==> config.mk <==
export PLATFORM = sky130hd
export DESIGN_NAME = tim_int_service
export DESIGN_NICKNAME = d
export VERILOG_FILES = /design/src/rtl/tim_pkg.sv /design/src/rtl/tim_ack_timer.sv /design/src/rtl/tim_int_service.sv
export SDC_FILE = /design/constraint.sdc
export NUM_CORES = 1
export LEC_CHECK = 0
export CAP_MARGIN = 20
export CORE_AREA = 2 2 173 175
export CTS_CLUSTER_DIAMETER = 200
export CTS_CLUSTER_SIZE = 30
export DETAILED_ROUTE_END_ITERATION = 7
export DIE_AREA = 0 0 175 177
export PLACE_DENSITY = 0.81
export SLEW_MARGIN = 40
export SYNTH_ARGS = -nofsm -noshare
export SYNTH_HDL_FRONTEND = slang
export SYNTH_SLANG_ARGS = --single-unit
==> constraint.sdc <==
create_clock -name sys_clk -period 7 [get_ports sys_clk]
set_input_delay 1.4 -clock sys_clk [delete_from_list [all_inputs] [get_ports sys_clk]]
set_output_delay 1.4 -clock sys_clk [all_outputs]
set_load 0.02 [all_outputs]
==> src/rtl/tim_pkg.sv <==
// Shared definitions for the timer interrupt servicer: FSM encoding and default widths.
package tim_pkg;

    // Default width of counter / compare / period values.
    localparam int unsigned CntWidthDefault = 64;

    // Servicer FSM states.
    typedef enum logic [2:0] {
        StIdle   = 3'd0,
        StCalc   = 3'd1,
        StWrite  = 3'd2,
        StClear  = 3'd3,
        StSettle = 3'd4
    } tim_state_e;

endpackage

==> src/rtl/tim_ack_timer.sv <==
// Loadable down-counter bounding how long a compare write waits for its ack.
// 'last' is high while the counter holds 1, i.e. during the final permitted wait cycle.
module tim_ack_timer #(
    parameter int unsigned ACK_TIMEOUT = 255
) (
    input  logic sys_clk,
    input  logic sys_rst,
    input  logic load,
    input  logic dec,
    output logic last
);

    localparam int unsigned TmrWidth = $clog2(ACK_TIMEOUT + 1);

    logic [TmrWidth-1:0] count_q;
    logic [TmrWidth-1:0] count_d;

    // Next count: reload on request, otherwise count down and park at zero.
    always_comb begin
        count_d = count_q;
        if (load) begin
            count_d = TmrWidth'(ACK_TIMEOUT);
        end else if (dec && (count_q != '0)) begin
            count_d = count_q - TmrWidth'(1);
        end
    end

    // Counter register with synchronous reset.
    always_ff @(posedge sys_clk) begin
        if (sys_rst) begin
            count_q <= '0;
        end else begin
            count_q <= count_d;
        end
    end

    // Timeout indication for the current wait cycle.
    always_comb begin
        last = (count_q == TmrWidth'(1));
    end

endmodule

==> src/rtl/tim_int_service.sv <==
// Timer interrupt servicer: on tim_int computes compare_val + period, writes it back over a
// req/ack handshake, pulses int_clr, counts services and flags overruns / write timeouts.
module tim_int_service
    import tim_pkg::*;
#(
    parameter int unsigned CNT_WIDTH   = CntWidthDefault,
    parameter int unsigned SVC_WIDTH   = 16,
    parameter int unsigned ACK_TIMEOUT = 255
) (
    input  logic                 sys_clk,
    input  logic                 sys_rst,
    input  logic                 enable,
    input  logic                 tim_int,
    input  logic [CNT_WIDTH-1:0] cnt_val,
    input  logic [CNT_WIDTH-1:0] compare_val,
    input  logic [CNT_WIDTH-1:0] period,
    output logic                 cmp_wr_req,
    output logic [CNT_WIDTH-1:0] cmp_wr_data,
    input  logic                 cmp_wr_ack,
    output logic                 int_clr,
    output logic                 busy,
    output logic [SVC_WIDTH-1:0] svc_cnt,
    output logic                 overrun,
    output logic                 timeout_err,
    input  logic                 err_clr
);

    tim_state_e state_q;
    tim_state_e state_d;

    logic [CNT_WIDTH-1:0] cmp_wr_data_q;
    logic [SVC_WIDTH-1:0] svc_cnt_q;
    logic                 overrun_q;
    logic                 timeout_err_q;

    logic [CNT_WIDTH-1:0] next_cmp;
    logic [CNT_WIDTH-1:0] delta;
    logic                 overrun_set;
    logic                 timeout_set;
    logic                 tmr_load;
    logic                 tmr_dec;
    logic                 tmr_last;

    // Next compare value and its distance from the live counter, both modulo 2^CNT_WIDTH.
    // A distance larger than one period means the counter has already passed the new compare.
    always_comb begin
        next_cmp    = compare_val + period;
        delta       = next_cmp - cnt_val;
        overrun_set = (state_q == StCalc) && (period != '0) && (delta > period);
        // Ack on the final wait cycle still counts as a successful write.
        timeout_set = (state_q == StWrite) && !cmp_wr_ack && tmr_last;
        tmr_load    = (state_q == StCalc);
        tmr_dec     = (state_q == StWrite) && !cmp_wr_ack;
    end

    tim_ack_timer #(
        .ACK_TIMEOUT(ACK_TIMEOUT)
    ) u_ack_timer (
        .sys_clk(sys_clk),
        .sys_rst(sys_rst),
        .load   (tmr_load),
        .dec    (tmr_dec),
        .last   (tmr_last)
    );

    // FSM state register.
    always_ff @(posedge sys_clk) begin
        if (sys_rst) begin
            state_q <= StIdle;
        end else begin
            state_q <= state_d;
        end
    end

    // FSM next-state logic; once started a sequence always runs to SETTLE.
    always_comb begin
        state_d = state_q;
        unique case (state_q)
            StIdle: begin
                if (enable && tim_int) begin
                    state_d = StCalc;
                end
            end
            StCalc: begin
                // A zero period is one-shot: nothing to rewrite.
                state_d = (period == '0) ? StClear : StWrite;
            end
            StWrite: begin
                if (cmp_wr_ack || tmr_last) begin
                    state_d = StClear;
                end
            end
            StClear: begin
                state_d = StSettle;
            end
            StSettle: begin
                // Gives the timer one cycle to drop its pending status before re-arming.
                state_d = StIdle;
            end
            default: begin
                state_d = StIdle;
            end
        endcase
    end

    // FSM output decode.
    always_comb begin
        cmp_wr_req = (state_q == StWrite);
        int_clr    = (state_q == StClear);
        busy       = (state_q != StIdle);
    end

    // Write data, service counter and sticky error flags; a set beats a coincident err_clr.
    always_ff @(posedge sys_clk) begin
        if (sys_rst) begin
            cmp_wr_data_q <= '0;
            svc_cnt_q     <= '0;
            overrun_q     <= 1'b0;
            timeout_err_q <= 1'b0;
        end else begin
            if (state_q == StCalc) begin
                cmp_wr_data_q <= next_cmp;
            end
            if (state_q == StClear) begin
                svc_cnt_q <= svc_cnt_q + SVC_WIDTH'(1);
            end
            if (overrun_set) begin
                overrun_q <= 1'b1;
            end else if (err_clr) begin
                overrun_q <= 1'b0;
            end
            if (timeout_set) begin
                timeout_err_q <= 1'b1;
            end else if (err_clr) begin
                timeout_err_q <= 1'b0;
            end
        end
    end

    // Register-backed outputs.
    always_comb begin
        cmp_wr_data = cmp_wr_data_q;
        svc_cnt     = svc_cnt_q;
        overrun     = overrun_q;
        timeout_err = timeout_err_q;
    end

endmodule

== After elaboration in Yosys (flattened, before gate mapping) ==
Cells that the tools add are included.

* Output and inout port bits: 85
* Logic and storage cells: 43
* Register bits after elaboration: 93

* Muxes and demuxes: 9
* Equal/unequal tests: 6
* Add/subtract/negate cells: 4
* Magnitude comparators: 1
* Reduce and logical (&&, ||, !) cells: 17

{| class="wikitable"
|+ Operators with widths
! operator !! count
|-
| 64-bit adder || 1
|-
| 64-bit > comparator || 1
|-
| 64-bit logical NOT || 1
|-
| 64-bit nonzero test || 1
|-
| 64-bit subtractor || 1
|-
| 16-bit by 1-bit adder with 16-bit output (second input constant) || 1
|-
| 8-bit 2-to-1 mux || 2
|-
| 3-bit case mux with 4 select lines || 1
|-
| 8-bit by 1-bit == test with 1-bit output (second input constant) || 1
|-
| 8-bit nonzero test || 1
|-
| 8-bit by 1-bit subtractor with 8-bit output (second input constant) || 1
|-
| 3-bit by 2-bit == test with 1-bit output (second input constant) || 2
|-
| 1-bit logical AND || 6
|-
| 3-bit 2-to-1 mux || 2
|-
| 2-bit nonzero test || 3
|-
| 1-bit 2-to-1 mux || 4
|-
| 3-bit by 1-bit == test with 1-bit output (second input constant) || 1
|-
| 3-bit logical NOT || 1
|-
| 3-bit nonzero test || 1
|-
| 2-bit by 1-bit inequality test with 1-bit output (second input constant) || 1
|-
| 2-bit inequality test (second input constant) || 1
|-
| 2-bit AND reduction || 1
|-
| 1-bit logical NOT || 1
|-
| 1-bit logical OR || 1
|}

== Depth between registers and ports, before layout ==
* Depth in word-level cells: 5
* Mapped depth: 32
* Depth with buffers taken out: 32

== By module ==
From an unflattened synthesis, not the netlist that was laid out.

* Cell total of the unflattened synthesis: 1,826
* Area, all modules: 13,013.7 um2

{| class="wikitable"
|+ By module, submodules not included
! module !! cells each !! seq. area each (um2) !! times used !! area each (um2)
|-
| tim_int_service || 1,777 || 1,701.6 || 1 || 12,570.8
|-
| tim_ack_timer || 49 || 160.2 || 1 || 442.9
|}

== Least setup slack after synthesis ==
No wires, ideal clock.

* Path type: in2reg
* Start: in compare_val[0]
* End: reg overrun_q (netlist: overrun)
* Cell stages on the path: 31
* Arrival: 7.512 ns
* Setup time: 0.135 ns
* Path slack: -0.647 ns
* Cell sequence: ha_1 -> fa_1 -> a21o_1 -> a221oi_2 -> o41a_1 -> a21oi_1 -> o311a_1 -> nor2_1 -> o21ai_1 -> a21oi_1 -> xnor2_1 -> ha_1 -> a21oi_1 -> o21ai_0 -> a21o_1 -> a21o_1 -> a2111oi_0 -> a21oi_1 -> a31oi_1 -> xnor2_1 -> ha_1 -> a21o_1 -> a21o_1 -> a21o_1 -> a21o_1 -> a21o_1 -> a21o_1 -> a21oi_1 -> nor3_1 -> a211oi_1 -> a221oi_1

* Cells in the longest elaborated chain, start to end: 5

{| class="wikitable"
|+ RTL lines
! element !! RTL line !! RTL
|-
| from (decl) || tim_int_service.sv:15 || <nowiki>input logic [CNT_WIDTH-1:0] compare_val,</nowiki>
|-
| 64-bit adder (*) || tim_int_service.sv:47 || <nowiki>next_cmp = compare_val + period;</nowiki>
|-
| via next_cmp[34] || tim_int_service.sv:36 || <nowiki>logic [CNT_WIDTH-1:0] next_cmp;</nowiki>
|-
| 64-bit subtractor (*) || tim_int_service.sv:48 || <nowiki>delta = next_cmp - cnt_val;</nowiki>
|-
| 64-bit > comparator (*) || tim_int_service.sv:49 || <nowiki>overrun_set = (state_q == StCalc) && (period != '0) && (delta > period);</nowiki>
|-
| 1-bit logical AND (*) || tim_int_service.sv:49 ||
|-
| 1-bit 2-to-1 mux / 2-bit nonzero test (equally long branches) || - ||
|-
| to (signal assigned) || tim_int_service.sv:118 || <nowiki>overrun_q <= 1'b0;</nowiki>
|-
| to (signal assigned) || tim_int_service.sv:128 || <nowiki>overrun_q <= 1'b1;</nowiki>
|-
| to (signal assigned) || tim_int_service.sv:130 || <nowiki>overrun_q <= 1'b0;</nowiki>
|-
| to (decl) || tim_int_service.sv:33 || <nowiki>logic overrun_q;</nowiki>
|}

Mark *: on every way through the listed nets, which the timed path passes. The rest lies on a longest branch.
A chain may end at the register's enable or synchronous reset.

== Worst setup path in the final report ==
Ends and elaborated chain as after synthesis.

==> run summary <==
Setup repair after global routing could not meet its margin everywhere. Cell with the most instances after synthesis: nand2_1. In the final design database the tool counted 3051 nets.

The synthesized netlist occupies a cell area of 12920 um^2. The worst-case headroom to the max-slew limit was 45.22%; the last weighted congestion value of the routability-driven placer was 1.036. The run gives 93 as the total clock sinks. Yosys mapped a number of flops with a built-in enable equal to 0. The logs give 0 for the initial antenna violation count and 0 for the total global routing overflow. The setup slack of the worst register-to-register path is 4.51 ns. The HPWL after detailed placement came out at 48020 um. Most common flop cell mapped by yosys: dfxtp_1.

The final standard cell count with taps included and fillers excluded was 3053; the maximum count of clock buffers along a single path was 2. Net switching is 44.49% of the power. For hold timing, the worst endpoint is cmp_wr_data[51]. The pin slew with the least headroom to its limit was 0.8217 ns; the TritonCTS buffer count was 9. Beginning of the critical path: compare_val[0].

The first routing iteration left 1805 violations. The tightest min-delay check is of the flip-flop to flip-flop type. After synthesis, the most frequently instantiated cells are 229 x nand2_1, 219 x a21oi_1, 193 x ha_1, 175 x inv_1, 111 x nor2_1. Global routing used 37.75% of the available tracks across all layers. In this run the vertical extent of the chip is 177 um.

For the core outline area, the log shows 29240 um^2. The setup path with the least slack is of type primary input to flip-flop. In this run, post-CTS hold repair placed 0 buffers.

Cells with a size suffix above 1 make up 28.09% of the layout. For the total chip power, the log shows 4.706 mW. Of the post-synthesis cell area, the dominant cell type holds 18.69%. For the wire length reported by the detailed router, the log shows 60980 um.

The run gives 5 as the number of detailed-route iterations in the first pass. The number of input and output port buffers inserted was 282; the final period utilization was 106.0%. The final-report setup violation count is 1, and the largest fanout of any net on the critical path is 3.

The full die area was 30980 um^2. After synthesis, the cell types taking the most area are ha_1 19%, dfxtp_1 14%, a21oi_1 8.5%, nand2_1 6.7%, a21o_1 5.9%. The achievable clock frequency was 134.8 MHz; the final clock skew was 0.01349 ns. The cell-internal power is 2.612 mW, and the clock-pin slew of the registers on the worst-case setup and hold paths is 0.09 ns. Measured in cells, the most critical reg-to-reg path has a length of 7. Among all stages on the critical path, the largest delay is contributed by o311a_4. The tool flagged a number of max-cap violations equal to 0. The logs give 17400 for the via count of the first global-routing pass and 1839 for the number of standard cells after synthesis.

The clock network fraction of design power is 11.4%. The final standard cell utilization of the core was 73.60%. After synthesis, the share of flip-flops with an asynchronous set or reset is 0%. The logs give -1.370 ns for the pre-CTS setup slack and 0 for the Yosys warning count. Launching element type of the critical path: a primary input. The final reports fail on setup timing. Once detail routing completed, the nets flagged for antenna violations numbered 0. The tools report the arrival time at the worst endpoint as 7.65 ns.

For the final count of pins violating max slew, the log shows 0. The tree is rooted in a clkbuf_16. For the maximum number of pins on one net before global-route repair, the log shows 63. Cell type with the largest total area after synthesis: ha_1.

Compared with the post-synthesis result, the final layout area differs by 66.57%. The tools report the combinational share of power as 75.3%. The flow ran to the end, but the final reports show violations. The standard-cell row count was 63.

Dividing total power by cell area gives a power density of 218.7 nW/um^2. For this design the total switching power over the nets is 2.094 mW. Across all layers, the routed design uses 17520 vias. TritonCTS built the clock tree.

The repair_antennas step left the layout with diodes totalling 0. For the cell count after placement, the log shows 2969. The worst register-to-register path ends at u_ack_timer.count_q[5]. The final critical-path setup slack is -0.4201 ns, and the final-report hold violation count is 0. The worst hold path begins at cmp_wr_data[51].

A synthesized cell averages 7.026 um^2. Measured along the x axis, the die boundary spans 175 um. For this design the top-level I/O count stands at 283. The standby leakage power came out at 10.36 nW.

The shortest period the worst path allows was 7.420 ns. In this design, the stage delay of the slowest critical-path cell is 0.45 ns. Dividing the detail-routed wire length by the instance count gives 19.97 um. The peak ir drop on the vdd network is 0.0002078 V, and the clock latency reported for the late side of the worst-skew pair is 0.38 ns. Using the TritonRoute via totals, the vias-per-cell ratio works out to 5.739. The worst path required time came out at 7.23 ns. After synthesis the netlist holds a flip-flop and latch count of 93. The run gives 0 as the residual DRC count.

The startpoint identified for the worst register-to-register timing path is state_q[1]. Synthesis produced a netlist with a net count of 2232. Once the floorplan was initialized, standard cells occupied 44.18% of the core. The deepest level of the CTS H-tree is 3. The cell repeated most along the worst path was a21o_1. Sequential cells were found to cover 14.41% of the synthesized design area. Along the worst hold path, the cell count comes to 2.

The first global-routing pass estimated 92190 um of wire. The netlist uses 70 different library cells. Sequential cells burn 13.3% of the power.

Kind of capture point of the worst setup path: a flip-flop.
worst max-delay path by stage:
| stage | to | slack, ns | depth (start not counted) |
|---|---|---|---|
| floorplan | overrun | 0.01 | 31 |
| global placement | overrun | -1.25 | 32 |
| detailed placement | overrun | -1.37 | 28 |
| CTS | overrun | 0.006 | 32 |
| global route | overrun | -0.56 | 33 |
| finish | overrun | -0.42 | 33 |
metrics by stage:
| stage | TNS, ns | hold slack [ns] | instance area (um^2) |
|---|---|---|---|
| 6_report | -0.4201 | 0.4619 | 21520 |
| 5_1_grt | -0.5581 | 0.4785 | 21520 |
| 4_1_cts | 0 | 0.4589 | 21310 |
| 3_5_place_dp | -1.370 | 0.4485 | 20010 |
| 3_3_place_gp | -1.255 | 0.4418 | 20000 |
| 2_1_floorplan | 0 | 0.4348 | 13000 |
power by group through the flow:
stage,clock network [mW],registers [mW],logic [mW]
global placement,0,0.633,3.11
finish,0.538,0.626,3.54
CTS,0.546,0.625,3.38
global route,0.562,0.632,3.81
detailed placement,0,0.637,3.16
floorplan,0,0.684,1.66
kinds of logic after synthesis:
group           after synthesis  share of synthesized area (%)
mux                           3                         0.2324
buf+inv                     244                          7.098
fa+ha+maj                   195                          19.00
simple gates                577                          20.93
compound gates              582                          28.51
xor+xnor                    145                          9.829
flops                        93                          14.41
sequential cells by signal, summed over array words and instances (netlist names):
| register | cells |
|---|---|
| state_q | 3 |
| overrun | 1 |
| u_ack_timer.count_q | 8 |
| timeout_err | 1 |
| svc_cnt | 16 |
| cmp_wr_data | 64 |
final cells by class:
cell class,instances,area (um^2)
Inverter,175,656.9
Sequential cell,93,1862
Fill cell,2208,7721
Timing Repair Buffer,877,7279
Multi-Input combinational cell,1502,10930
Clock inverter,7,77.57
Tap cell,390,488.0
Clock buffer,9,225.2
layer usage:
| layer | global-route usage [%] | part of all wire (%) | vias up |
|---|---|---|---|
| li1 | - | - | 8179 |
| met5 | 0 | 0 | - |
| met2 | 64.49 | 46 | 937 |
| met3 | 4.725 | 7.5 | 195 |
| met1 | 48.10 | 42 | 8210 |
| met4 | 15.52 | 4.2 | 0 |
worst max-delay path: cells and delay by family:
kind	cells	cell delay, ns
fa+ha+maj	4	1.10
simple gates	2	0.26
buf+inv	2	0.27
compound gates	23	4.32
xor+xnor	2	0.29
layout by cell type, fill, tap and decap left out, drive strengths merged, types with 16 or more instances in the layout:
master,netlist,layout
a21o,102,102
a21oi,220,220
a31oi,26,26
and3,24,24
buf,5,600
clkdlybuf4s50,0,251
dfxtp,93,93
dlygate4sd2,0,20
ha,193,193
inv,175,180
nand2,229,229
nand2b,16,16
nand3,45,45
nand4,47,47
nor2,111,111
nor3,31,31
nor4,26,26
o211ai,19,19
o21ai,98,98
o21bai,30,30
xnor2,80,80
xor2,65,65
timing repair:
item	in CTS	in global routing
pin swaps	103	46
resized for setup	164	30
buffers inserted	58	12
endpoints found under the setup margin	1	1
No activity file was read; power rests on OpenSTA's default activity.
==> RTL edit 1: new RTL, config.mk and constraints unchanged <==
Reset style: asynchronous (`sys_rst`), changed in 3 clocked blocks. Comments in the files are not updated.
--- a/src/rtl/tim_ack_timer.sv
+++ b/src/rtl/tim_ack_timer.sv
@@ -27,5 +27,5 @@
 
     // Counter register with synchronous reset.
-    always_ff @(posedge sys_clk) begin
+    always_ff @(posedge sys_clk or posedge sys_rst) begin
         if (sys_rst) begin
             count_q <= '0;
--- a/src/rtl/tim_int_service.sv
+++ b/src/rtl/tim_int_service.sv
@@ -65,5 +65,5 @@
 
     // FSM state register.
-    always_ff @(posedge sys_clk) begin
+    always_ff @(posedge sys_clk or posedge sys_rst) begin
         if (sys_rst) begin
             state_q <= StIdle;
@@ -112,5 +112,5 @@
 
     // Write data, service counter and sticky error flags; a set beats a coincident err_clr.
-    always_ff @(posedge sys_clk) begin
+    always_ff @(posedge sys_clk or posedge sys_rst) begin
         if (sys_rst) begin
             cmp_wr_data_q <= '0;
Function: differs if sys_rst is asserted again (counterexample within 4 cycles, from zero or initial values and one cycle with sys_rst high); with sys_rst held inactive, the same outputs for 10 cycles.
==> RTL edit 1 against the unedited design <==
The run still ends with negative setup slack left. Final cell count fell by 7.7%. Clock skew decreased by 4.5 ps. Non-clock buffer count decreased by 104. Worst setup slack lost 210 ps. Synthesized cell count shrank 7.4%. Routed wire length fell by 13%. Area after synthesis up 0.78%. Power rose by 16%. Sequential power is 44% higher. Design area fell by 4.4%. Sequential cell count is the same. Core utilization is 3.2 points lower. Critical endpoint is now overrun.
==> RTL edit 1: results (changes against the unedited design) <==
antenna violations before repair=0 (unchanged); total wire length=53,300 um (-13%); post-DP HPWL=42,700 um (-11%); clock slew at reported path FFs=80 ps; First-pass DRT Iterations=7 (+2); largest net degree at the start of global routing=66 (+4.8%); Critical Path AT=7890 ps (+240 ps); Synth Flop Type=dfrtp_1; Reg2Reg Capture Point=u_ack_timer.count_q[4]; P_leak=0.0104 uW (about the same); Reg2Reg Depth=9 (+2); hold slack=475 ps (+13.1 ps); Rel. slew slack=0.423 (-0.0296); Slowest cell on crit path=clkdlybuf4s50_1; worst reg2reg path startpoint=u_ack_timer.count_q[2]; Commonest cells post-synth=nand2_1, ha_1, inv_1, a21oi_1, a21o_1; DP Cell Count=2,776 (-6.5%); status=complete, but fails checks; Worst path max stage delay=500 ps (+50 ps); fraction of layout instances using a drive strength above 1=0.270 (-0.0108); failing checks=negative setup slack; Hold EP=cmp_wr_data[13]; TNS Setup=-630 ps (-210 ps); largest cells by area after synthesis=ha_1, dfrtp_1, a21o_1; synthesized area per cell=7.65 um^2 (+8.9%); via count=15,900 (-9.3%); placer congestion estimate=1.01 (-2.7%); clk_skew=8.94 ps (-4.54 ps); reg-to-reg setup timing slack=4870 ps (+360 ps); number of antenna diodes=0 (unchanged); routed vias/inst=5.64 (-1.8%); Clock Sinks=93 (unchanged); Max VDD drop=0.201 mV (-3.1%); fraction of registers with async set/reset=1.00 (+1.00); layout filler cell count=2,270 (+2.8%); syn_nets=2,095 (-6.1%); Synth cell types=84 (+20%); post-synthesis sequential area ratio=0.179 (+0.0346); PnR worst setup slack=-630 ps (-210 ps); GRT Util Overall=0.337 (-0.0404); first-pass GRT wire length=83,100 um (-9.9%); DR iter-0 viols=1,221 (-32%); Final setup viols=1 (unchanged)
==> RTL edit 1: cell count changes in the layout (fill, tap and decap cells not counted), moves of 10 or more <==
cell             before  now
a21oi_1             190  138
a21oi_2              27   17
buf_4               592  488
clkdlybuf4s50_1     251  263
dfrtp_1               0   93
dfxtp_1              93    0
mux2_2                0   17
nand3_1              44   27
nor2_1              107   73
nor2b_1               7   20
o211ai_1             19    6
o21ai_0              75   58
xnor2_1              72   84
xor2_1               64   47
==> RTL edit 1: stage by stage <==
| stage | power, uW | cell area [um^2] | utilization | worst slack, ps |
|---|---|---|---|---|
| detailed placement | 4700 | 19600 | 0.669 | -1410 |
| global placement | 4610 | 19600 | 0.669 | -1210 |
| finish | 5460 | 20600 | 0.704 | -630 |
| CTS | 5350 | 20300 | 0.696 | -352 |
| global route | 5840 | 20600 | 0.704 | -965 |
| floorplan | 2990 | 13100 | - | -107 |
==> RTL edit 1: what timing repair did <==
item | CTS | global route
setup endpoints to repair | 1 | 1
hold buffers | 0 | 0
buffers inserted | 18 | 9
endpoints found under the hold margin | 0 | 0
resized for setup | 91 | 32
pin swaps | 57 | 35
==> RTL edit 1: metal layers <==
layer  vias up  share of wire  routed length (um)  track usage
met3       147          0.076                4040       0.0528
met4         0          0.038                2020        0.128
met2       753           0.47               25000        0.575
met5         -              0                   0            0
li1       7493              -                   -            -
met1      7496           0.42               22200        0.429
==> RTL edit 1: how the worst max path moves through the flow <==
stage | start | to | slack, ps | depth (start not counted)
after floorplan | compare_val[0] | overrun | -110 | 36
after global placement | compare_val[0] | overrun | -1210 | 34
after detailed placement | compare_val[0] | overrun | -1410 | 34
after CTS | period[18] | overrun | -350 | 36
after global routing | period[16] | overrun | -970 | 33
final | period[18] | overrun | -630 | 34
==> RTL edit 1: layout make-up <==
class | count | area share
well taps | 390 | 0.0237
repair buffers | 773 | 0.316
multi-input cells | 1378 | 0.502
clock inverters | 7 | 0.00365
flip-flops and latches | 93 | 0.113
clock buffers | 9 | 0.0109
inverters | 169 | 0.0310
==> RTL edit 1: worst min-delay path: stages, from the launching register on <==
cell	delay (ps)
dfrtp_1	350
nand2_1	50
nand2_1	50
==> RTL edit 1: logic make-up (layout without fill, tap and decap cells) <==
logic type | count (synthesis) | count (layout) | synth area share
fa+ha+maj | 195 | 195 | 0.189
buf+inv | 231 | 958 | 0.0731
xor+xnor | 137 | 137 | 0.0921
flops | 93 | 93 | 0.179
simple gates | 527 | 527 | 0.196
compound gates | 502 | 502 | 0.257
mux | 17 | 17 | 0.0147
==> RTL edit 1: power breakdown <==
part / internal [uW] / total [uW] / switching, uW / leakage [uW]
clock network: 255 / 535 / 281 / 0.000145
registers: 753 / 904 / 151 / 0.00113
logic: 1980 / 4020 / 2040 / 0.00908
total: 2990 / 5460 / 2470 / 0.0104
==> RTL edit 2: new RTL, config.mk and constraints unchanged <==
Made on the original files. `ACK_TIMEOUT` is set to 255 in 2 places; all go to 510.
--- a/src/rtl/tim_ack_timer.sv
+++ b/src/rtl/tim_ack_timer.sv
@@ -2,5 +2,5 @@
 // 'last' is high while the counter holds 1, i.e. during the final permitted wait cycle.
 module tim_ack_timer #(
-    parameter int unsigned ACK_TIMEOUT = 255
+    parameter int unsigned ACK_TIMEOUT = 510
 ) (
     input  logic sys_clk,
--- a/src/rtl/tim_int_service.sv
+++ b/src/rtl/tim_int_service.sv
@@ -6,5 +6,5 @@
     parameter int unsigned CNT_WIDTH   = CntWidthDefault,
     parameter int unsigned SVC_WIDTH   = 16,
-    parameter int unsigned ACK_TIMEOUT = 255
+    parameter int unsigned ACK_TIMEOUT = 510
 ) (
     input  logic                 sys_clk,
Behaviour: no difference found for any inputs over 10 cycles, from zero or initial values and one cycle with sys_rst high; that may be too few to reach the edited logic, so the function may still have changed.
==> RTL edit 2 against the unedited design <==
The flow still finishes with violations (negative setup slack). Area after synthesis is 0.73% higher. Design area fell by 2.3%. Worst setup slack worse by 430 ps. Power is 4.5% lower. Critical path depth down 2. Routed wire length fell by 5.4%. Core utilization decreased by 1.7 points. Sequential cell count increased by 1. Die area stayed put. Synthesized cell count decreased by 0.49%. Via count fell by 1.5%. Critical endpoint unchanged. Largest power group unchanged.
==> RTL edit 2: results (changes against the unedited design) <==
status=complete, but fails checks; worst hold stages=2 (unchanged); Reg2Reg Depth=8 (+1); CP startpoint=period[7]; GRT Util Overall=0.355 (-0.0226); TNS Setup=-846 ps (-426 ps); antenna violations before repair=1 (+1); Hold EP=cmp_wr_data[26]; post-synthesis sequential area ratio=0.145 (+0.000499); dpl cell area=20,000 um^2 (-0.28%); Max Root-Sink Buffers=2 (unchanged); Commonest cells post-synth=a21oi_1, nand2_1, ha_1, inv_1, nor2_1; startpoint of the worst hold path=cmp_wr_data[26]; DP Cell Count=2,942 (-0.91%); Port Buf Inserts=282 (unchanged); first-pass GRT wire length=87,100 um (-5.5%); ANT nets after route=0 (unchanged); largest net degree at the start of global routing=85 (+35%); clock slew at reported path FFs=90 ps (about the same); post-DP HPWL=46,400 um (-3.3%); routed vias/inst=5.79 (+0.91%); hold slack=457 ps (-5.29 ps); PnR worst setup slack=-846 ps (-426 ps); Syn Inst Count=1,830 (-0.49%); total wire length=57,700 um (-5.4%); via count=17,300 (-1.5%); Synth cell types=84 (+20%); CTS H-tree depth=3 (unchanged); Critical Path AT=8110 ps (+460 ps); Slowest cell on crit path=clkdlybuf4s50_1; Worst path max stage delay=580 ps (+130 ps); pre-CTS setup slack=-1850 ps (-476 ps); failing checks=negative setup slack; max_cap viols=0 (unchanged); Layout Nets=2,977 (-2.4%); clock latency on the worst-skew pair=380 ps (about the same); Rel. slew slack=0.458 (+0.00610); reg-to-reg setup timing slack=4390 ps (-120 ps); syn_nets=2,223 (-0.40%); Synth Flop Type=dfxtp_1; Max VDD drop=0.146 mV (-30%); First-pass DRT Iterations=6 (+1); placer congestion estimate=0.987 (-4.7%); DR iter-0 viols=1,642 (-9.0%); Worst Setup EP=overrun; Final setup viols=1 (unchanged); clk_skew=16.3 ps (+2.78 ps); worst-path fanout max=5 (+2); fraction of layout instances using a drive strength above 1=0.258 (-0.0229); largest cells by area after synthesis=ha_1, dfxtp_1, a21oi_1; P_leak=0.0100 uW (-3.4%)
[RTL edit 2: changes by cell type after synthesis, sizes merged, moves of 7 or more]
| cell | change |
|---|---|
| a211oi | -7 |
| a21o | -12 |
| a21oi | +13 |
| inv | -9 |
| nand2 | -21 |
| nand3 | -7 |
| nor2 | -10 |
| nor2b | +16 |
| o211ai | -10 |
| or3 | +8 |
| xor2 | -10 |
[RTL edit 2: kinds of logic after synthesis]
family,Yosys count,synth area share
AO/OA/AOI/OAI,587,0.287
XOR/XNOR,136,0.0915
adder cells (fa/ha/maj),195,0.189
buffers and inverters,239,0.0695
flip-flops,94,0.145
multiplexers,4,0.00308
AND/OR/NAND/NOR,575,0.216
[RTL edit 2: cell type report]
type                            count  area (um^2)
Antenna cell                        1         2.50
Clock buffer                        9          225
Clock inverter                      7         67.6
Fill cell                        2256         8230
Inverter                          167          627
Multi-Input combinational cell   1497        10900
Sequential cell                    94         1880
Tap cell                          390          488
Timing Repair Buffer              815         6830
[RTL edit 2: timing repair]
item                       in CTS  in global routing
gates resized for setup        81                 54
setup endpoints to repair       1                  1
setup buffers                  15                  7
pin swaps                      36                 38
[RTL edit 2: power breakdown]
group	total (uW)	leakage, uW	switching [uW]	internal (uW)
clock network	518	0.000139	267	250
registers	635	0.000765	41.1	594
logic	3340	0.00910	1690	1650
total	4500	0.0100	2000	2500
[RTL edit 2: worst min-delay path, cell delays in order (launching register included)]
cell     delay [ps]
dfxtp_1         310
nand2_1          50
a21oi_1          50
[RTL edit 2: routing by layer]
layer / vias to the layer above / track usage / part of all wire
met4: 2 / 0.145 / 0.045
met1: 8071 / 0.468 / 0.42
met5: - / 0 / 0.00023
met3: 184 / 0.0543 / 0.083
li1: 8064 / - / -
met2: 937 / 0.579 / 0.45
